File: src/rtl/keystone_axil_regs_pkg.sv
// Shared definitions for the keystone control/status register block:
// register offsets, bus response codes and corner-coefficient geometry.
package keystone_pkg;

    localparam int unsigned CORNER_W     = 16;
    localparam int unsigned NUM_CORNERS  = 8;
    localparam int unsigned CORNER_IDX_W = $clog2(NUM_CORNERS);

    localparam logic [31:0] OFF_CTRL    = 32'h00;
    localparam logic [31:0] OFF_STATUS  = 32'h04;
    localparam logic [31:0] OFF_CORNER0 = 32'h08;
    localparam logic [31:0] OFF_CORNER1 = 32'h0C;
    localparam logic [31:0] OFF_CORNER2 = 32'h10;
    localparam logic [31:0] OFF_CORNER3 = 32'h14;
    localparam logic [31:0] OFF_CORNER4 = 32'h18;
    localparam logic [31:0] OFF_CORNER5 = 32'h1C;
    localparam logic [31:0] OFF_CORNER6 = 32'h20;
    localparam logic [31:0] OFF_CORNER7 = 32'h24;
    localparam logic [31:0] OFF_ID      = 32'h28;

    typedef enum logic [1:0] {
        OKAY   = 2'b00,
        SLVERR = 2'b10
    } resp_t;

    typedef struct packed {
        logic                    hit;
        logic [CORNER_IDX_W-1:0] idx;
    } corner_sel_t;

    function automatic corner_sel_t decodeCorner(input logic [31:0] off);
        corner_sel_t sel;
        sel     = '0;
        sel.hit = 1'b1;
        case (off)
            OFF_CORNER0: sel.idx = CORNER_IDX_W'(0);
            OFF_CORNER1: sel.idx = CORNER_IDX_W'(1);
            OFF_CORNER2: sel.idx = CORNER_IDX_W'(2);
            OFF_CORNER3: sel.idx = CORNER_IDX_W'(3);
            OFF_CORNER4: sel.idx = CORNER_IDX_W'(4);
            OFF_CORNER5: sel.idx = CORNER_IDX_W'(5);
            OFF_CORNER6: sel.idx = CORNER_IDX_W'(6);
            OFF_CORNER7: sel.idx = CORNER_IDX_W'(7);
            default:     sel.hit = 1'b0;
        endcase
        return sel;
    endfunction

    // Only the two low byte lanes exist in a 16-bit coefficient.
    function automatic logic [CORNER_W-1:0] applyStrb(input logic [CORNER_W-1:0] oldVal,
                                                      input logic [CORNER_W-1:0] newVal,
                                                      input logic [1:0]          strb);
        logic [CORNER_W-1:0] res;
        res = oldVal;
        if (strb[0]) res[7:0]  = newVal[7:0];
        if (strb[1]) res[15:8] = newVal[15:8];
        return res;
    endfunction

endpackage

File: src/rtl/keystone_axil_regs_if.sv
// AXI4-Lite bus bundle between software master and the keystone register block.
interface keystone_axil_regs_if
    import keystone_pkg::*;
#(
    parameter int unsigned ADDR_W = 6
);
    logic [ADDR_W-1:0] awaddr;
    logic              awvalid;
    logic              awready;
    logic [31:0]       wdata;
    logic [3:0]        wstrb;
    logic              wvalid;
    logic              wready;
    resp_t             bresp;
    logic              bvalid;
    logic              bready;
    logic [ADDR_W-1:0] araddr;
    logic              arvalid;
    logic              arready;
    logic [31:0]       rdata;
    resp_t             rresp;
    logic              rvalid;
    logic              rready;

    modport master (
        output awaddr, awvalid, wdata, wstrb, wvalid, bready, araddr, arvalid, rready,
        input  awready, wready, bresp, bvalid, arready, rdata, rresp, rvalid
    );

    modport slave (
        input  awaddr, awvalid, wdata, wstrb, wvalid, bready, araddr, arvalid, rready,
        output awready, wready, bresp, bvalid, arready, rdata, rresp, rvalid
    );
endinterface

File: src/rtl/keystone_axil_regs_rst_pulse.sv
// Software-reset pulse stretcher: load restarts a down-counter, output is high while it runs.
module keystone_rst_pulse #(
    parameter int unsigned RST_CYCLES = 16
) (
    input  logic clk_i,
    input  logic rst_ni,
    input  logic load_i,
    output logic active_o
);
    localparam int unsigned CNT_W = $clog2(RST_CYCLES + 1);

    logic [CNT_W-1:0] count_q;
    logic [CNT_W-1:0] count_d;

    always_comb begin
        count_d = count_q;
        if (load_i) begin
            count_d = CNT_W'(RST_CYCLES);
        end else if (count_q != '0) begin
            count_d = count_q - CNT_W'(1);
        end
    end

    always_ff @(posedge clk_i or negedge rst_ni) begin
        if (!rst_ni) begin
            count_q <= '0;
        end else begin
            count_q <= count_d;
        end
    end

    assign active_o = (count_q != '0);

endmodule

File: src/rtl/keystone_axil_regs.sv
// AXI4-Lite control/status registers for the keystone-correction core.
// Optional KEYSTONE_SHADOW_EN: corner coefficients reach corner_out only at frame start.
module keystone_axil_regs
    import keystone_pkg::*;
#(
    parameter int unsigned ADDR_W     = 6,
    parameter int unsigned RST_CYCLES = 16,
    parameter logic [31:0] ID_VALUE   = 32'h4B53_0001
) (
    input  logic                             aclk,
    input  logic                             aresetn,
    keystone_axil_regs_if.slave              s_axi,
    input  logic [31:0]                      status_in,
    input  logic                             frame_start_in,
    output logic                             sw_en_out,
    output logic                             sw_rst_out,
    output logic [CORNER_W*NUM_CORNERS-1:0]  corner_out
);

    logic                ready_q;
    logic                awHeld_q;
    logic                wHeld_q;
    logic [ADDR_W-1:0]   awAddr_q;
    logic [CORNER_W-1:0] wData_q;
    logic [1:0]          wStrb_q;
    logic                bvalid_q;
    resp_t               bresp_q;
    logic                rvalid_q;
    resp_t               rresp_q;
    logic [31:0]         rdata_q;
    logic                ctrlEn_q;
    logic [CORNER_W-1:0] corner_q [NUM_CORNERS];

    logic                awFire;
    logic                wFire;
    logic                arFire;
    logic                doWrite;
    logic [31:0]         wOff;
    logic [31:0]         rOff;
    corner_sel_t         wrSel;
    corner_sel_t         rdSel;
    logic                wrCtrl;
    resp_t               wrResp;
    logic [31:0]         rdNext;
    resp_t               rdResp;
    logic                pulseLoad;
    logic [CORNER_W*NUM_CORNERS-1:0] cornerPacked;
    logic                unusedWriteBits;

    assign unusedWriteBits = ^{s_axi.wdata[31:16], s_axi.wstrb[3:2]};

    assign s_axi.awready = ready_q & ~awHeld_q;
    assign s_axi.wready  = ready_q & ~wHeld_q;
    assign s_axi.arready = ready_q & ~rvalid_q;
    assign s_axi.bvalid  = bvalid_q;
    assign s_axi.bresp   = bresp_q;
    assign s_axi.rvalid  = rvalid_q;
    assign s_axi.rresp   = rresp_q;
    assign s_axi.rdata   = rdata_q;

    assign awFire  = s_axi.awvalid & s_axi.awready;
    assign wFire   = s_axi.wvalid & s_axi.wready;
    assign arFire  = s_axi.arvalid & s_axi.arready;
    assign doWrite = awHeld_q & wHeld_q & ~bvalid_q;

    assign wOff  = 32'(awAddr_q) & ~32'h3;
    assign rOff  = 32'(s_axi.araddr) & ~32'h3;
    assign wrSel = decodeCorner(wOff);
    assign rdSel = decodeCorner(rOff);

    always_comb begin
        wrCtrl = 1'b0;
        wrResp = OKAY;
        if (wOff == OFF_CTRL) begin
            wrCtrl = 1'b1;
        end else if (!wrSel.hit) begin
            wrResp = SLVERR;
        end
    end

    // Reads sample current register state, so a coincident write is not yet visible.
    always_comb begin
        rdNext = '0;
        rdResp = OKAY;
        if (rOff == OFF_CTRL) begin
            rdNext = {30'b0, sw_rst_out, ctrlEn_q};
        end else if (rOff == OFF_STATUS) begin
            rdNext = status_in;
        end else if (rdSel.hit) begin
            rdNext = {16'b0, corner_q[rdSel.idx]};
        end else if (rOff == OFF_ID) begin
            rdNext = ID_VALUE;
        end else begin
            rdResp = SLVERR;
        end
    end

    always_ff @(posedge aclk or negedge aresetn) begin
        if (!aresetn) begin
            ready_q  <= 1'b0;
            awHeld_q <= 1'b0;
            wHeld_q  <= 1'b0;
            awAddr_q <= '0;
            wData_q  <= '0;
            wStrb_q  <= '0;
            bvalid_q <= 1'b0;
            bresp_q  <= OKAY;
            rvalid_q <= 1'b0;
            rresp_q  <= OKAY;
            rdata_q  <= '0;
        end else begin
            ready_q <= 1'b1;
            if (awFire) begin
                awHeld_q <= 1'b1;
                awAddr_q <= s_axi.awaddr;
            end else if (doWrite) begin
                awHeld_q <= 1'b0;
            end
            if (wFire) begin
                wHeld_q <= 1'b1;
                wData_q <= s_axi.wdata[CORNER_W-1:0];
                wStrb_q <= s_axi.wstrb[1:0];
            end else if (doWrite) begin
                wHeld_q <= 1'b0;
            end
            if (doWrite) begin
                bvalid_q <= 1'b1;
                bresp_q  <= wrResp;
            end else if (bvalid_q && s_axi.bready) begin
                bvalid_q <= 1'b0;
            end
            if (arFire) begin
                rvalid_q <= 1'b1;
                rdata_q  <= rdNext;
                rresp_q  <= rdResp;
            end else if (rvalid_q && s_axi.rready) begin
                rvalid_q <= 1'b0;
            end
        end
    end

    always_ff @(posedge aclk or negedge aresetn) begin
        if (!aresetn) begin
            ctrlEn_q <= 1'b0;
            for (int i = 0; i < int'(NUM_CORNERS); i++) begin
                corner_q[i] <= '0;
            end
        end else if (doWrite) begin
            if (wrCtrl && wStrb_q[0]) begin
                ctrlEn_q <= wData_q[0];
            end
            if (wrSel.hit) begin
                corner_q[wrSel.idx] <= applyStrb(corner_q[wrSel.idx], wData_q, wStrb_q);
            end
        end
    end

    assign pulseLoad = doWrite & wrCtrl & wStrb_q[0] & wData_q[1];

    keystone_rst_pulse #(
        .RST_CYCLES (RST_CYCLES)
    ) u_rst_pulse (
        .clk_i    (aclk),
        .rst_ni   (aresetn),
        .load_i   (pulseLoad),
        .active_o (sw_rst_out)
    );

    assign sw_en_out = ctrlEn_q;

    always_comb begin
        cornerPacked = '0;
        for (int i = 0; i < int'(NUM_CORNERS); i++) begin
            cornerPacked[i*CORNER_W +: CORNER_W] = corner_q[i];
        end
    end

`ifdef KEYSTONE_SHADOW_EN
    // corner_q acts as staging; the core only sees a new set at frame boundaries.
    logic [CORNER_W*NUM_CORNERS-1:0] cornerOut_q;

    always_ff @(posedge aclk or negedge aresetn) begin
        if (!aresetn) begin
            cornerOut_q <= '0;
        end else if (frame_start_in) begin
            cornerOut_q <= cornerPacked;
        end
    end

    assign corner_out = cornerOut_q;
`else
    logic unusedFrameStart;
    assign unusedFrameStart = frame_start_in;
    assign corner_out       = cornerPacked;
`endif

endmodule

File: src/flat_wrapper.sv
// flat-port wrapper written by rule: the top's interface ports become plain ports
module keystone_axil_regs_flat import keystone_pkg::*;
#(
    parameter int unsigned ADDR_W     = 6,
    parameter int unsigned RST_CYCLES = 16,
    parameter logic [31:0] ID_VALUE   = 32'h4B53_0001
)
  (aclk, aresetn, status_in, frame_start_in, sw_en_out, sw_rst_out, corner_out, s_axi_awaddr, s_axi_awvalid, s_axi_wdata, s_axi_wstrb, s_axi_wvalid, s_axi_bready, s_axi_araddr, s_axi_arvalid, s_axi_rready, s_axi_awready, s_axi_wready, s_axi_bresp, s_axi_bvalid, s_axi_arready, s_axi_rdata, s_axi_rresp, s_axi_rvalid);
  keystone_axil_regs_if #(.ADDR_W(ADDR_W)) s_axi_i ();
  input  logic aclk;
  input  logic aresetn;
  input  logic [31:0] status_in;
  input  logic frame_start_in;
  output logic sw_en_out;
  output logic sw_rst_out;
  output logic [CORNER_W*NUM_CORNERS-1:0] corner_out;
  input wire logic [$bits(s_axi_i.awaddr)-1:0] s_axi_awaddr;
  input wire logic [$bits(s_axi_i.awvalid)-1:0] s_axi_awvalid;
  input wire logic [$bits(s_axi_i.wdata)-1:0] s_axi_wdata;
  input wire logic [$bits(s_axi_i.wstrb)-1:0] s_axi_wstrb;
  input wire logic [$bits(s_axi_i.wvalid)-1:0] s_axi_wvalid;
  input wire logic [$bits(s_axi_i.bready)-1:0] s_axi_bready;
  input wire logic [$bits(s_axi_i.araddr)-1:0] s_axi_araddr;
  input wire logic [$bits(s_axi_i.arvalid)-1:0] s_axi_arvalid;
  input wire logic [$bits(s_axi_i.rready)-1:0] s_axi_rready;
  output wire logic [$bits(s_axi_i.awready)-1:0] s_axi_awready;
  output wire logic [$bits(s_axi_i.wready)-1:0] s_axi_wready;
  output wire logic [$bits(s_axi_i.bresp)-1:0] s_axi_bresp;
  output wire logic [$bits(s_axi_i.bvalid)-1:0] s_axi_bvalid;
  output wire logic [$bits(s_axi_i.arready)-1:0] s_axi_arready;
  output wire logic [$bits(s_axi_i.rdata)-1:0] s_axi_rdata;
  output wire logic [$bits(s_axi_i.rresp)-1:0] s_axi_rresp;
  output wire logic [$bits(s_axi_i.rvalid)-1:0] s_axi_rvalid;
  assign s_axi_i.awaddr = s_axi_awaddr;
  assign s_axi_i.awvalid = s_axi_awvalid;
  assign s_axi_i.wdata = s_axi_wdata;
  assign s_axi_i.wstrb = s_axi_wstrb;
  assign s_axi_i.wvalid = s_axi_wvalid;
  assign s_axi_i.bready = s_axi_bready;
  assign s_axi_i.araddr = s_axi_araddr;
  assign s_axi_i.arvalid = s_axi_arvalid;
  assign s_axi_i.rready = s_axi_rready;
  assign s_axi_awready = s_axi_i.awready;
  assign s_axi_wready = s_axi_i.wready;
  assign s_axi_bresp = s_axi_i.bresp;
  assign s_axi_bvalid = s_axi_i.bvalid;
  assign s_axi_arready = s_axi_i.arready;
  assign s_axi_rdata = s_axi_i.rdata;
  assign s_axi_rresp = s_axi_i.rresp;
  assign s_axi_rvalid = s_axi_i.rvalid;
  keystone_axil_regs #(.ADDR_W(ADDR_W), .RST_CYCLES(RST_CYCLES), .ID_VALUE(ID_VALUE)) u_core (.aclk(aclk), .aresetn(aresetn), .s_axi(s_axi_i), .status_in(status_in), .frame_start_in(frame_start_in), .sw_en_out(sw_en_out), .sw_rst_out(sw_rst_out), .corner_out(corner_out));
endmodule
File: config.mk
export PLATFORM = sky130hd
export DESIGN_NAME = keystone_axil_regs_flat
export DESIGN_NICKNAME = d
export VERILOG_FILES = /design/src/rtl/keystone_axil_regs_pkg.sv /design/src/rtl/keystone_axil_regs_if.sv /design/src/rtl/keystone_axil_regs_rst_pulse.sv /design/src/rtl/keystone_axil_regs.sv /design/src/flat_wrapper.sv
export SDC_FILE = /design/constraint.sdc
export NUM_CORES = 1
export LEC_CHECK = 0
export ABC_CLOCK_PERIOD_IN_PS = 2550
export BUFFER_PORTS_ARGS = -buffer_cell sky130_fd_sc_hd__buf_2
export CORE_MARGIN = 4
export CORE_UTILIZATION = 55
export CTS_BUF_LIST = sky130_fd_sc_hd__clkbuf_8
export DETAILED_ROUTE_END_ITERATION = 8
export PLACE_DENSITY_LB_ADDON = 0.08
export RECOVER_POWER = 25
export SETUP_SLACK_MARGIN = 0.15
export SLEW_MARGIN = 20
export SYNTH_ARGS = -nofsm -noshare
export SYNTH_HDL_FRONTEND = slang
export SYNTH_SLANG_ARGS = --single-unit
File: constraint.sdc
create_clock -name aclk -period 2.55 [get_ports aclk]
set_input_delay 0.1275 -clock aclk [delete_from_list [all_inputs] [get_ports aclk]]
set_output_delay 0.1275 -clock aclk [all_outputs]
set_load 0.02 [all_outputs]
Yosys cells after proc, flatten, opt, wreduce, memory -nomap -nowiden
Index checks and enable logic that the tools add are counted.
{"block": "word_totals", "input_bits": 88, "word_cells": 115, "out_inout_bits": 171, "register_bits": 199}
{"block": "op_classes", "n_mux": 39, "n_eq_ne": 18, "n_bitwise": 17, "n_reduce_logical": 16, "n_lt_le_gt_ge": 3, "add_sub_neg": 1}
{"operator": "128-bit bitwise mux", "n": 1}
{"operator": "16-bit binary-select mux with 3-bit select", "n": 2}
{"operator": "32-bit two-way mux", "n": 3}
{"operator": "16-bit two-way mux", "n": 5}
{"operator": "32-bit logical NOT", "n": 2}
{"operator": "16-bit demux with 3-bit select", "n": 1}
{"operator": "8-bit two-way mux", "n": 6}
{"operator": "3-bit one-hot mux with 7 select lines", "n": 2}
{"operator": "4-bit by 3-bit equality test with 1-bit output (second input constant)", "n": 8}
{"operator": "31-bit two-way mux", "n": 1}
{"operator": "4-bit equality test (second input constant)", "n": 5}
{"operator": "4-bit by 2-bit equality test with 1-bit output (second input constant)", "n": 4}
{"operator": "8-bit OR reduction", "n": 2}
{"operator": "2-bit two-way mux", "n": 6}
{"operator": "1-bit AND", "n": 11}
{"operator": "1-bit two-way mux", "n": 10}
{"operator": "5-bit two-way mux", "n": 2}
{"operator": "2-bit nonzero test", "n": 5}
{"operator": "4-bit >= comparator (second input constant)", "n": 2}
{"operator": "3-bit NOT with 4-bit output", "n": 2}
{"operator": "5-bit nonzero test", "n": 1}
{"operator": "5-bit by 1-bit subtractor with 5-bit output (second input constant)", "n": 1}
{"operator": "4-bit by 1-bit equality test with 1-bit output (second input constant)", "n": 1}
{"operator": "1-bit logical AND", "n": 4}
{"operator": "3 further kinds", "n": 7}

Logic depth before layout (Yosys ltp)
Gate-level depths: netlist of run 1.
{"block": "logic_depth", "depth_word": 10, "ltp_mapped": 8, "mapped_depth_nobuf": 7}

Hierarchy
A second synthesis of run 1 with hierarchy kept.
{"block": "unflattened", "hier_cells": 1112, "hier_area_um2": 10557.6}
{"module": "keystone_axil_regs", "n_inst": 1, "cells_each": 1087, "area_per_inst_um2": 10296.1, "seq_area_each_um2": 4754.6}
{"module": "keystone_rst_pulse", "n_inst": 1, "cells_each": 25, "area_per_inst_um2": 261.5, "seq_area_each_um2": 125.1}

Least setup slack after synthesis of run 1
No wires, ideal clock.
{"block": "synth_path", "path_kind": "flip-flop to flip-flop", "from": "register u_core.u_rst_pulse.count_q[0]", "to": "register u_core.rdata_q[1] (netlist: u_core.s_axi.rdata[1])", "setup_time_ps": 137, "setup_slack_ps": 501, "required_ps": 2413, "n_path_buf": 1, "synth_period_minus_slack_ps": 2049, "arrival_ps": 1912, "path_stages_with_launch": 8, "path_cell_list": "dfrtp_1 -> inv_1 -> ha_1 -> or3b_2 -> or2_2 -> clkbuf_1 -> o31ai_1 -> a211oi_1"}
{"block": "synth_between", "elab_chain_len": 2}
{"element": "from (decl)", "line_no": "keystone_axil_regs_rst_pulse.sv:12", "text": "logic [CNT_W-1:0] count_q;"}
{"element": "from (signal assigned)", "line_no": "keystone_axil_regs_rst_pulse.sv:28", "text": "count_q <= count_d;"}
{"element": "5-bit nonzero test", "line_no": "keystone_axil_regs_rst_pulse.sv:32", "text": "assign active_o = (count_q != '0);"}
{"element": "via sw_rst_out", "line_no": "flat_wrapper.sv:15", "text": "output logic sw_rst_out;"}
{"element": "32-bit two-way mux", "line_no": "keystone_axil_regs.sv:85", "text": "if (rOff == OFF_CTRL) begin"}
{"element": "to (signal assigned)", "line_no": "keystone_axil_regs.sv:134", "text": "rdata_q <= rdNext;"}
{"element": "to (decl)", "line_no": "keystone_axil_regs.sv:30", "text": "logic [31:0] rdata_q;"}
The timed path passes the listed nets, and every way through them passes these cells.
A chain may end at the register's enable or synchronous reset.

Worst setup path after layout of run 1
{"block": "layout_path", "from": "register u_core.awAddr_q[2]", "to": "register u_core.corner_q, in the netlist u_core.corner_out[116]"}
{"block": "layout_between", "elab_chain_len": 10, "elab_cells_between_ends": 25, "cone_classes": "order compare (2); eq/ne (8); mux (11); bitwise (1); reduce/logical (3)"}
{"element": "from (decl)", "line_no": "keystone_axil_regs.sv:23", "text": "logic [ADDR_W-1:0] awAddr_q;"}
{"element": "from (signal assigned)", "line_no": "keystone_axil_regs.sv:115", "text": "awAddr_q <= s_axi.awaddr;"}
{"element": "4-bit equality test (tied with other cells)", "line_no": "keystone_axil_regs_pkg.sv:35", "text": "case (off)"}
{"element": "3-bit one-hot mux with 7 select lines", "line_no": "keystone_axil_regs_pkg.sv:35"}
{"element": "3-bit NOT with 4-bit output (not written as such)", "line_no": "keystone_axil_regs.sv:153", "text": "corner_q[wrSel.idx] <= applyStrb(corner_q[wrSel.idx], wData_q, wStrb_q);"}
{"element": "16-bit binary-select mux with 3-bit select", "line_no": "keystone_axil_regs.sv:153"}
{"element": "16-bit two-way mux (not written as such) (2 in series)", "line_no": "keystone_axil_regs.sv:153"}
{"element": "8-bit two-way mux", "line_no": "keystone_axil_regs_pkg.sv:55", "text": "if (strb[0]) res[7:0] = newVal[7:0];"}
{"element": "8-bit two-way mux", "line_no": "keystone_axil_regs.sv:152", "text": "if (wrSel.hit) begin"}
{"element": "8-bit two-way mux", "line_no": "keystone_axil_regs.sv:148", "text": "end else if (doWrite) begin"}
{"element": "128-bit bitwise mux", "line_no": "keystone_axil_regs.sv:153"}
{"element": "to (signal, indexed assignment)", "line_no": "keystone_axil_regs.sv:153"}
{"element": "to (decl)", "line_no": "keystone_axil_regs.sv:32", "text": "logic [CORNER_W-1:0] corner_q [NUM_CORNERS];"}
Parallel ways exist; a longest one is shown, timed or not. The select of a mux whose other input is x is not followed.

==> impl_results.md, run 1 <==
- Placed wire-length estimate: 24,200 um
- # rows: 49
- Family with the most delay on the worst path: compound AO/OA/AOI/OAI gates
- Post-route ant nets: 0
- Pleak: 6.02 nW
- Num CTS Buffers: 17
- Top-area cell type share of the netlist area: 0.478
- Slew Viols, Final: 68
- Xor-xnor portion of the synthesized cell area: 0.00172
- Clock share of power: 0.139
- Flop-to-flop setup slack: 300 ps
- Largest family of logic cells by synthesized area: compound AO/OA/AOI/OAI gates
- Post-Synth Simple-Gate Area: 0.118
- Layout cells sized above 1: 0.275
- Max capacitance violation total: 1
- Crit start category: flip-flop
- Pwr dens: 1090 mW/mm^2
- Netlist Area Pre-Place: 0.0102 sq mm
- Worst min-delay path category: input port to flip-flop
- Adder-cell share of the synthesized area: 0.00123
- Cell taking the most area after synthesis: dfrtp_1
- Ys async rst share: 1.00
- Sw frac: 0.470
- Hold_ws: 111 ps
- Pre-antenna DRT Iters: 5
- Psw: 0.00640 W
- Peak supply drop: 691 uV
- H-tree Lvls: 4
- Post-route setup slack: 298 ps
- P&R area growth vs syn: 22.6%
- Number of global-route vias before repair: 9,009
- Critical path class: flip-flop to flip-flop
- Avg Vias per Cell: 6.11
- Failing checks: capacitance limit, slew limit
- Count leader, synth: dfrtp_1
- CTS tree: built
- Chip height: 144 um
- Dpl cells: 1,483
- Longest Clk Path Bufs: 2
- Worst reg2reg path startpoint: u_core.awAddr_q[2]
- Yosys cell types: 60
- Hold_sp: status_in[0]
- Fmax: 0.444 GHz
- Min cycle time layout: 2250 ps
- Post-CTS Setup Repair Bufs: 0
- Synth Flop Type: dfrtp_1
- Total overflow reported by the global router: 0
- Rel. slew slack: -0.191
- RSZ-0062 raised after global routing: no
- CORE AREA: 0.0181 sq mm
- TNS Setup: 0 ps
- Crit Path Max Fanout: 33
- Synth Instances: 1,069
- Post-synth EDFFs: 0
- Routed WL: 33,200 um
- Die Width: 144 um
- CTS Sinks: 195
- Final setup violation count: 0
- Synth area leaders: dfrtp_1 (48%), o21ai_0 (6.5%), nand2_1 (6.3%), mux2_2 (6.2%), mux2i_1 (4.9%)
- Run status: complete, but fails checks
- Initial Util: 0.564
- Initial antenna violation count: 1
- Clock Skew: 9.21 ps
- Yosys reg bits: 195
- Die area: 0.0208 sq mm
- # IOs: 259
- Clock Tree Root: clkbuf_8
- CP required: 2890 ps
- CP max stage cell: dfrtp_2
- Final Cycle Share: 0.883
- CTS clk-pin slew, worst paths: 100 ps
- Avg Cell Area, Syn: 9.54 sq um
- Drt initial violations: 1,072
- WP data arrival: 2600 ps
- Comb power frac: 0.476
- Nets: 1,417
- Routed wire per std cell: 21.2 um
- Gpl congestion: 0.950
- Hold Path End: u_core.s_axi.rdata[0]
- Internal power: 0.00721 W
- Sequential Power Share: 0.385
- Ys Warns: 0
- Compound-Gate Fraction of Synth Area: 0.245
- DRC violations left: 0
- CP Cell Sequence: buf_12 -> mux2i_1 -> o2bb2ai_1 -> a211o_1 -> o22ai_2 -> o21ai_0
- Worst path bufs/invs: 1
- Pin count of the biggest net entering global routing: 69
- Critical Path End Type: flip-flop
- Post-synthesis mux area share: 0.111
- Max incr delay on CP: 470 ps
- First-pass GRT wire length: 51,300 um
- Via count: 9,573
- R2R cell count: 6
- Worst-Margin Slew: 1790 ps
- N_diodes: 0
- Dpl ws: 323 ps
- Register area share after synthesis: 0.478
- Port-buffer cells: 233
- Finished Layout Cells: 1,567
- Leading cell types by count after synthesis: dfrtp_1 (195), nand2_1 (172), o21ai_0 (132), clkbuf_1 (64), mux2_2 (56)
- Hold depth: 5
- Clock Latency Late Sink: 480 ps
- # fillers: 1,420
- Global-route usage over all layers: 0.319
- Final hold violation count: 0
- R2R Path End: u_core.corner_out[116]
## state kept, by name, summed over array words and instances, names as in the netlist, 2 cells and up
signal,count
u_core.wStrb_q,2
u_core.corner_out,128
u_core.wData_q,16
u_core.u_rst_pulse.count_q,5
u_core.s_axi.rdata,32
u_core.awAddr_q,4
## worst register-to-register path: cells and delay by family (launching register included)
family | cells | cell delay (ps)
compound gates | 4 | 940
flops | 1 | 470
buf+inv | 1 | 260
mux | 1 | 440
## final cells by class
cell class | count | area [sq um] | share of cell area
flip-flops and latches | 195 | 4880 | 0.390
inverters | 14 | 52.6 | 0.00420
well taps | 229 | 287 | 0.0229
repair buffers | 330 | 2060 | 0.164
clock buffers | 18 | 248 | 0.0198
multi-input cells | 770 | 4890 | 0.391
clock inverters | 11 | 95.1 | 0.00760
## worst max-delay path by stage
| stage | start | endpoint | slack (ps) | cells after the start |
|---|---|---|---|---|
| global placement | u_core.awAddr_q[3] | u_core.corner_out[74] | 350 | 5 |
| detailed placement | u_core.awAddr_q[3] | u_core.corner_out[10] | 320 | 5 |
| CTS | u_core.u_rst_pulse.count_q[0] | sw_rst_out | 200 | 5 |
| global route | aresetn | u_core.awAddr_q[2] | 160 | 3 |
| finish | u_core.awAddr_q[2] | u_core.corner_out[116] | 300 | 6 |
| floorplan | u_core.u_rst_pulse.count_q[0] | u_core.s_axi.rdata[1] | 500 | 7 |
## logic make-up (layout without fill, tap and decap cells)
family                   Yosys count  count (layout)
adder cells (fa/ha/maj)            1               1
flip-flops                       195             195
AND/OR/NAND/NOR                  277             277
AO/OA/AOI/OAI                    381             381
buffers and inverters            105             373
other                              2               3
multiplexers                     106             106
XOR/XNOR                           2               2
## power groups by stage
stage | Sequential [W] | Combinational, W | Clock, W
2_1_floorplan | 0.00581 | 0.00333 | 0
3_3_place_gp | 0.00522 | 0.00621 | 0
3_5_place_dp | 0.00525 | 0.00633 | 0
4_1_cts | 0.00519 | 0.00641 | 0.00191
5_1_grt | 0.00538 | 0.00699 | 0.00204
6_report | 0.00524 | 0.00648 | 0.00189
## routing by layer
layer | vias to the layer above | track usage | routed length, um
met3 | 49 | 0.0797 | 3450
li1 | 4429 | - | -
met5 | - | 0 | 0
met4 | 0 | 0.0766 | 575
met1 | 4589 | 0.477 | 14800
met2 | 506 | 0.469 | 14400
## layout by cell type (no fill, tap or decap), types with 6 or more instances in the layout
cell,netlist,layout
o2bb2ai_1,13,13
clkbuf_1,64,13
inv_1,13,16
nor3_1,7,7
nand3_1,8,8
o211ai_1,17,17
nand4_1,13,13
o31ai_1,17,17
o21ai_1,25,25
a2bb2oi_1,13,13
a32oi_1,15,15
and3_1,6,6
dlygate4sd3_1,0,55
o22ai_2,11,11
a211o_1,13,13
a22oi_1,15,15
o21ai_0,132,132
a21oi_1,55,55
clkbuf_8,0,18
dfrtp_1,195,193
nand2_1,172,172
a31oi_1,17,17
mux2i_1,50,49
buf_4,4,40
nor2_1,41,41
o311ai_0,12,12
nor2b_1,8,8
buf_2,14,218
a211oi_1,6,6
mux2_2,56,56
## timing repair
item	in CTS	in global routing
gates resized for setup	0	4
hold buffers	55	0
setup endpoints to repair	0	11
endpoints found under the hold margin	119	0
## through the flow
step | area [sq um] | total power, W | utilization
3_3_place_gp | 11600 | 0.0114 | 0.643
4_1_cts | 12500 | 0.0135 | 0.693
5_1_grt | 12500 | 0.0144 | 0.692
2_1_floorplan | 10200 | 0.00914 | -
6_report | 12500 | 0.0136 | 0.692
3_5_place_dp | 11600 | 0.0116 | 0.643
Power figures use the tool's default switching activity.
==> run 2: changes to the inputs <==
ABC_AREA = 1   (was unset)
CORE_UTILIZATION = 56   (was 55)
==> impl_results.md, run 2 <==
- Run status: complete, but fails checks (unchanged)
- Failing checks: capacitance limit, slew limit (unchanged)
- Post-route ant nets: 0 (unchanged)
- Clock Latency Late Sink: 470 ps (was 480 ps)
- Ys async rst share: 1.00 (unchanged)
- CP required: 2960 ps (was 2890 ps)
- N_diodes: 0 (unchanged)
- Total overflow reported by the global router: 0 (unchanged)
- Max capacitance violation total: 1 (unchanged)
- Hold depth: 3 (was 5)
- P&R area growth vs syn: 22.7% (was 22.6%)
- Rel. slew slack: -0.284 (was -0.191)
- Number of flip-flops in the largest register: 128 (unchanged)
- Ys Warns: 0 (unchanged)
- Sw frac: 0.513 (was 0.470)
- R2R cell count: 12 (was 6)
- Min cycle time layout: 2250 ps (about the same)
- Pin count of the biggest net entering global routing: 71 (was 69)
- RSZ-0062 raised after global routing: no (unchanged)
- Cell taking the most area after synthesis: dfrtp_1 (unchanged)
- H-tree Lvls: 4 (unchanged)
- Crit start category: flip-flop (unchanged)
- Hold_sp: s_axi_awvalid (was status_in[0])
- Most common cell after layout, fill and taps aside: nand2_1 (was buf_2)
- Port-buffer cells: 233 (unchanged)
- Multi-input logic area: 0.00508 sq mm (was 0.00489 sq mm)
- # IOs: 259 (unchanged)
- CTS clk-pin slew, worst paths: 100 ps (about the same)
- Global-route usage over all layers: 0.357 (was 0.319)
- Netlist Area Pre-Place: 0.0108 sq mm (was 0.0102 sq mm)
- Final Cycle Share: 0.881 (was 0.883)
- Hold Path End: u_core.awHeld_q (was u_core.s_axi.rdata[0])
- Final total power: 0.0157 W (was 0.0136 W)
- Slew Viols, Final: 69 (was 68)
- Critical Path End Type: flip-flop (unchanged)
- WP data arrival: 2650 ps (was 2600 ps)
- # rows: 50 (was 49)
- Drt initial violations: 1,470 (was 1,072)
- Register area share after synthesis: 0.452 (was 0.478)
- Routed wire per std cell: 18.7 um (was 21.2 um)
- Routed WL: 38,800 um (was 33,200 um)
- Layout cells sized above 1: 0.202 (was 0.275)
- Die area: 0.0216 sq mm (was 0.0208 sq mm)
- Comb power frac: 0.532 (was 0.476)
- Nets: 1,895 (was 1,417)
- FF/Latch Area: 0.00488 sq mm (about the same)
- Initial Util: 0.573 (was 0.564)
- Pwr dens: 1190 mW/mm^2 (was 1090 mW/mm^2)
- Worst min-delay path category: input port to flip-flop (unchanged)
- Pleak: 7.46 nW (was 6.02 nW)
- Synth area leaders: dfrtp_1 (45%), nand2_1 (20%), nand3_1 (12%), o21ai_0 (4.2%), inv_1 (4.1%) (was dfrtp_1 (48%), o21ai_0 (6.5%), nand2_1 (6.3%), mux2_2 (6.2%), mux2i_1 (4.9%))
- Count leader, synth: nand2_1 (was dfrtp_1)
- TNS Setup: 0 ps (unchanged)
- Yosys cell types: 33 (was 60)
- Critical path class: flip-flop to flip-flop (unchanged)
- Clock Tree Root: clkbuf_8 (unchanged)
- Final hold violation count: 0 (unchanged)
- Chip height: 147 um (was 144 um)
- Psw: 0.00805 W (was 0.00640 W)
- Internal power: 0.00766 W (was 0.00721 W)
- Top-area cell type share of the netlist area: 0.452 (was 0.478)
- Worst reg2reg path startpoint: u_core.awAddr_q[4] (was u_core.awAddr_q[2])
- Clock Skew: 18.1 ps (was 9.21 ps)
- Gpl congestion: 0.957 (was 0.950)
- Flop-to-flop setup slack: 300 ps (about the same)
- Via count: 11,600 (was 9,573)
- Worst-Margin Slew: 1930 ps (was 1790 ps)
- Final setup violation count: 0 (unchanged)
- Yosys reg bits: 195 (unchanged)
- Placed wire-length estimate: 26,700 um (was 24,200 um)
- Initial antenna violation count: 0 (was 1)
- CTS Sinks: 195 (unchanged)
- Pre-antenna DRT Iters: 5 (unchanged)
- Avg Cell Area, Syn: 6.99 sq um (was 9.54 sq um)
- Sequential Power Share: 0.335 (was 0.385)
- Leading cell types by count after synthesis: nand2_1 (578), nand3_1 (257), dfrtp_1 (195), inv_1 (117), o21ai_0 (91) (was dfrtp_1 (195), nand2_1 (172), o21ai_0 (132), clkbuf_1 (64), mux2_2 (56))
- Most frequent cells in the layout: nand2_1 (577), nand3_1 (257), buf_2 (232) (was buf_2 (218), dfrtp_1 (193), nand2_1 (172))
- DRC violations left: 0 (unchanged)
- Post-synth EDFFs: 0 (unchanged)
- Avg Vias per Cell: 5.60 (was 6.11)
- Longest Clk Path Bufs: 2 (unchanged)
- Die Width: 147 um (was 144 um)
- R2R Path End: u_core.corner_out[72] (was u_core.corner_out[116])
- First-pass GRT wire length: 61,000 um (was 51,300 um)
- # fillers: 1,622 (was 1,420)
- Synth Flop Type: dfrtp_1 (unchanged)
- Synth Instances: 1,545 (was 1,069)
- Num CTS Buffers: 17 (unchanged)
- CTS tree: built (unchanged)
- Crit Path Max Fanout: 19 (was 33)
- Clock share of power: 0.133 (was 0.139)
- Peak supply drop: 744 uV (was 691 uV)
- Fmax: 0.445 GHz (was 0.444 GHz)
- Number of global-route vias before repair: 10,800 (was 9,009)
- CORE AREA: 0.0188 sq mm (was 0.0181 sq mm)
run 2: changes by cell type in the layout (fill, tap and decap cells not counted), moves of 14 or more:
cell	before	now
a21oi_1	55	27
a22oi_1	15	0
a31oi_1	17	0
a32oi_1	15	0
buf_2	218	232
inv_1	16	120
mux2_2	56	14
mux2i_1	49	0
nand2_1	172	577
nand2_2	0	18
nand3_1	8	257
nor2_1	41	84
o21ai_0	132	91
o31ai_1	17	0
run 2: cell families after synthesis:
family / Yosys count / share of synthesized area
simple gates: 971 / 0.382
buf+inv: 216 / 0.0783
flops: 195 / 0.452
compound gates: 144 / 0.0691
mux: 14 / 0.0146
other cells: 2 / 0.000696
xor+xnor: 2 / 0.00162
fa+ha+maj: 1 / 0.00116
run 2: through the flow:
stage	utilization	hold WS (ps)	cells	area, sq um	setup slack (ps)
final	0.704	80.3	2079	13200	303
after global routing	0.704	84.7	2079	13200	160
after CTS	0.704	58.5	2079	13300	281
after detailed placement	0.652	188	1990	12300	299
after global placement	0.652	178	1990	12300	345
after floorplan	-	-168	1546	10800	717
run 2: metal layers:
| layer | GRT usage | up-vias | wire length, um |
|---|---|---|---|
| met1 | 0.532 | 5389 | 16500 |
| met3 | 0.0907 | 74 | 4590 |
| met5 | 0 | - | 0 |
| li1 | - | 5424 | - |
| met2 | 0.522 | 759 | 16900 |
| met4 | 0.0969 | 0 | 824 |
run 2: how the worst max path moves through the flow:
stage / cells after the start / slack [ps] / startpoint / endpoint
after floorplan: 12 / 720 / u_core.awAddr_q[2] / u_core.corner_out[65]
after global placement: 10 / 340 / u_core.awAddr_q[4] / u_core.corner_out[28]
after detailed placement: 10 / 300 / u_core.awAddr_q[4] / u_core.corner_out[18]
after CTS: 10 / 280 / u_core.awAddr_q[4] / u_core.corner_out[18]
after global routing: 13 / 160 / u_core.awAddr_q[4] / u_core.corner_out[76]
final: 12 / 300 / u_core.awAddr_q[4] / u_core.corner_out[72]
run 2: power by group through the flow:
stage / Clock [W] / Sequential [W] / Combinational (W)
2_1_floorplan: 0 / 0.00602 / 0.00434
3_3_place_gp: 0 / 0.00525 / 0.00791
3_5_place_dp: 0 / 0.00527 / 0.00805
4_1_cts: 0.00211 / 0.00521 / 0.00816
5_1_grt: 0.00225 / 0.00539 / 0.00909
6_report: 0.00209 / 0.00526 / 0.00835
run 2: timing repair:
item,CTS,global route
endpoints found under the hold margin,122,0
gates resized for setup,0,2
setup endpoints to repair,0,21
setup buffers,0,0
hold buffers,57,0
run 2: area by class of cell:
cell class | instances | area share
Multi-Input combinational cell | 1135 | 0.384
Sequential cell | 195 | 0.368
Timing Repair Buffer | 330 | 0.158
Inverter | 127 | 0.0360
Tap cell | 260 | 0.0246
Clock buffer | 19 | 0.0197
Clock inverter | 13 | 0.0101
run 2: worst max-delay path, stage by stage, from the launching register on:
cell	delay (ps)
dfrtp_1	390
inv_1	140
nand2_1	90
nor2_1	130
nor2_2	80
nand2_4	250
buf_4	240
nor2_1	50
o21ai_0	290
nand2_1	130
nand2_2	220
nand3_1	110
nand2_1	70
==> run 3: changes to the inputs <==
CORE_UTILIZATION = 35   (was 56)
==> impl_results.md, run 3 (same netlist as run 2, synthesis figures left out) <==
- Run status: complete, but fails checks (unchanged)
- Failing checks: capacitance limit, slew limit (unchanged)
- Number of global-route vias before repair: 10,600 (was 10,800)
- Initial Util: 0.354 (was 0.573)
- Dpl ws: 190 ps (was 299 ps)
- Worst min-delay path category: input port to flip-flop (unchanged)
- Avg Vias per Cell: 5.13 (was 5.60)
- DRC violations left: 0 (unchanged)
- TNS Setup: 0 ps (unchanged)
- Total overflow reported by the global router: 0 (unchanged)
- Gpl congestion: 0.904 (was 0.957)
- WP data arrival: 2690 ps (was 2650 ps)
- CTS tree: built (unchanged)
- Crit Path Max Fanout: 16 (was 19)
- CORE AREA: 0.0305 sq mm (was 0.0188 sq mm)
- Critical Path End Type: flip-flop (unchanged)
- RSZ-0062 raised after global routing: no (unchanged)
- N_diodes: 0 (unchanged)
- Longest Clk Path Bufs: 2 (unchanged)
- Number of flip-flops in the largest register: 128 (unchanged)
- # IOs: 259 (unchanged)
- Worst-Margin Slew: 1720 ps (was 1930 ps)
- Critical path class: flip-flop to flip-flop (unchanged)
- Die Width: 184 um (was 147 um)
- Num CTS Buffers: 17 (unchanged)
- Fmax: 0.442 GHz (was 0.445 GHz)
- Final Cycle Share: 0.887 (was 0.881)
- CTS clk-pin slew, worst paths: 110 ps (was 100 ps)
- Via count: 11,400 (was 11,600)
- Crit start category: flip-flop (unchanged)
- Slew Viols, Final: 54 (was 69)
- Peak supply drop: 513 uV (was 744 uV)
- Clock Latency Late Sink: 510 ps (was 470 ps)
- Hold_ws: 64.2 ps (was 80.3 ps)
- Die area: 0.0337 sq mm (was 0.0216 sq mm)
- CTS Sinks: 195 (unchanged)
- Max capacitance violation total: 1 (unchanged)
- Pin count of the biggest net entering global routing: 99 (was 71)
- Layout cells sized above 1: 0.205 (was 0.202)
- Placed wire-length estimate: 29,900 um (was 26,700 um)
- Routed WL: 43,500 um (was 38,800 um)
- Pre-antenna DRT Iters: 6 (was 5)
- Final total power: 0.0159 W (was 0.0157 W)
- First-pass GRT wire length: 65,700 um (was 61,000 um)
- Final hold violation count: 0 (unchanged)
- Port-buffer cells: 233 (unchanged)
- CP required: 2980 ps (was 2960 ps)
- Clock Tree Root: clkbuf_8 (unchanged)
- Nets: 1,896 (was 1,895)
- Pwr dens: 1190 mW/mm^2 (about the same)
- Post-route ant nets: 0 (unchanged)
- Chip height: 184 um (was 147 um)
- Clock Skew: 22.0 ps (was 18.1 ps)
- Pleak: 7.45 nW (was 7.46 nW)
- H-tree Lvls: 4 (unchanged)
- Initial antenna violation count: 0 (unchanged)
- Most frequent cells in the layout: nand2_1 (577), nand3_1 (257), buf_2 (232) (unchanged)
- Min cycle time layout: 2260 ps (was 2250 ps)
- Global-route usage over all layers: 0.252 (was 0.357)
- P&R area growth vs syn: 24.5% (was 22.7%)
- Most common cell after layout, fill and taps aside: nand2_1 (unchanged)
- Drt initial violations: 1,203 (was 1,470)
- Post-route setup slack: 288 ps (was 303 ps)
- Rel. slew slack: -0.146 (was -0.284)
- # rows: 64 (was 50)
- Final setup violation count: 0 (unchanged)
- Routed wire per std cell: 19.6 um (was 18.7 um)
## run 3: final timing paths
check,start,end,slack (ps),depth (start not counted)
max,u_core.awAddr_q[3],u_core.corner_out[83],290,10
max in group asynchronous,aresetn,u_core.corner_out[38],620,3
min reg2reg,u_core.s_axi.rdata[9],u_core.s_axi.rdata[9],480,2
max reg2reg,u_core.awAddr_q[3],u_core.corner_out[83],290,10
min,s_axi_awvalid,u_core.awHeld_q,60,3
min in group asynchronous,aresetn,u_core.corner_out[82],600,2
## run 3: cell type report
cell class | instances | area, sq um
well taps | 396 | 495
fillers | 3185 | 17100
repair buffers | 330 | 2090
inverters | 127 | 477
clock buffers | 17 | 234
multi-input cells | 1136 | 5120
flip-flops and latches | 195 | 4880
clock inverters | 15 | 143
## run 3: power by group
| group | internal (W) | switching [W] |
|---|---|---|
| combinational | 0.00260 | 0.00599 |
| sequential | 0.00417 | 0.00112 |
| clock | 0.000724 | 0.00134 |
| total | 0.00749 | 0.00845 |
## run 3: layer usage
layer / track usage / vias to the layer above / share of wire
met2: 0.350 / 575 / 0.41
met4: 0.0688 / 0 / 0.024
met5: 0 / - / 0
li1: - / 5431 / -
met1: 0.391 / 5303 / 0.47
met3: 0.0558 / 62 / 0.096
## run 3: worst max-delay path, stage by stage (launching register included)
cell,delay (ps)
dfrtp_1,410
inv_2,90
nand2_1,100
nor2_2,60
nor2_4,240
nand2_8,180
inv_2,190
nor2_2,50
inv_1,640
nand2_1,110
nand2_1,100
## run 3: per-stage QoR
step / instance area, sq um / utilization / instances
after detailed placement: 12400 / 0.408 / 2124
after CTS: 13400 / 0.439 / 2214
after global routing: 13400 / 0.440 / 2216
final: 13400 / 0.440 / 2216
after global placement: 12400 / 0.408 / 2124
after floorplan: 10800 / - / 1546
## run 3: timing repair
action / 4_1_cts / 5_1_grt
hold endpoints to repair: 109 / 0
hold buffers: 58 / 0
setup endpoints to repair: 0 / 75
gates resized for setup: 0 / 6
buffers inserted: 0 / 1
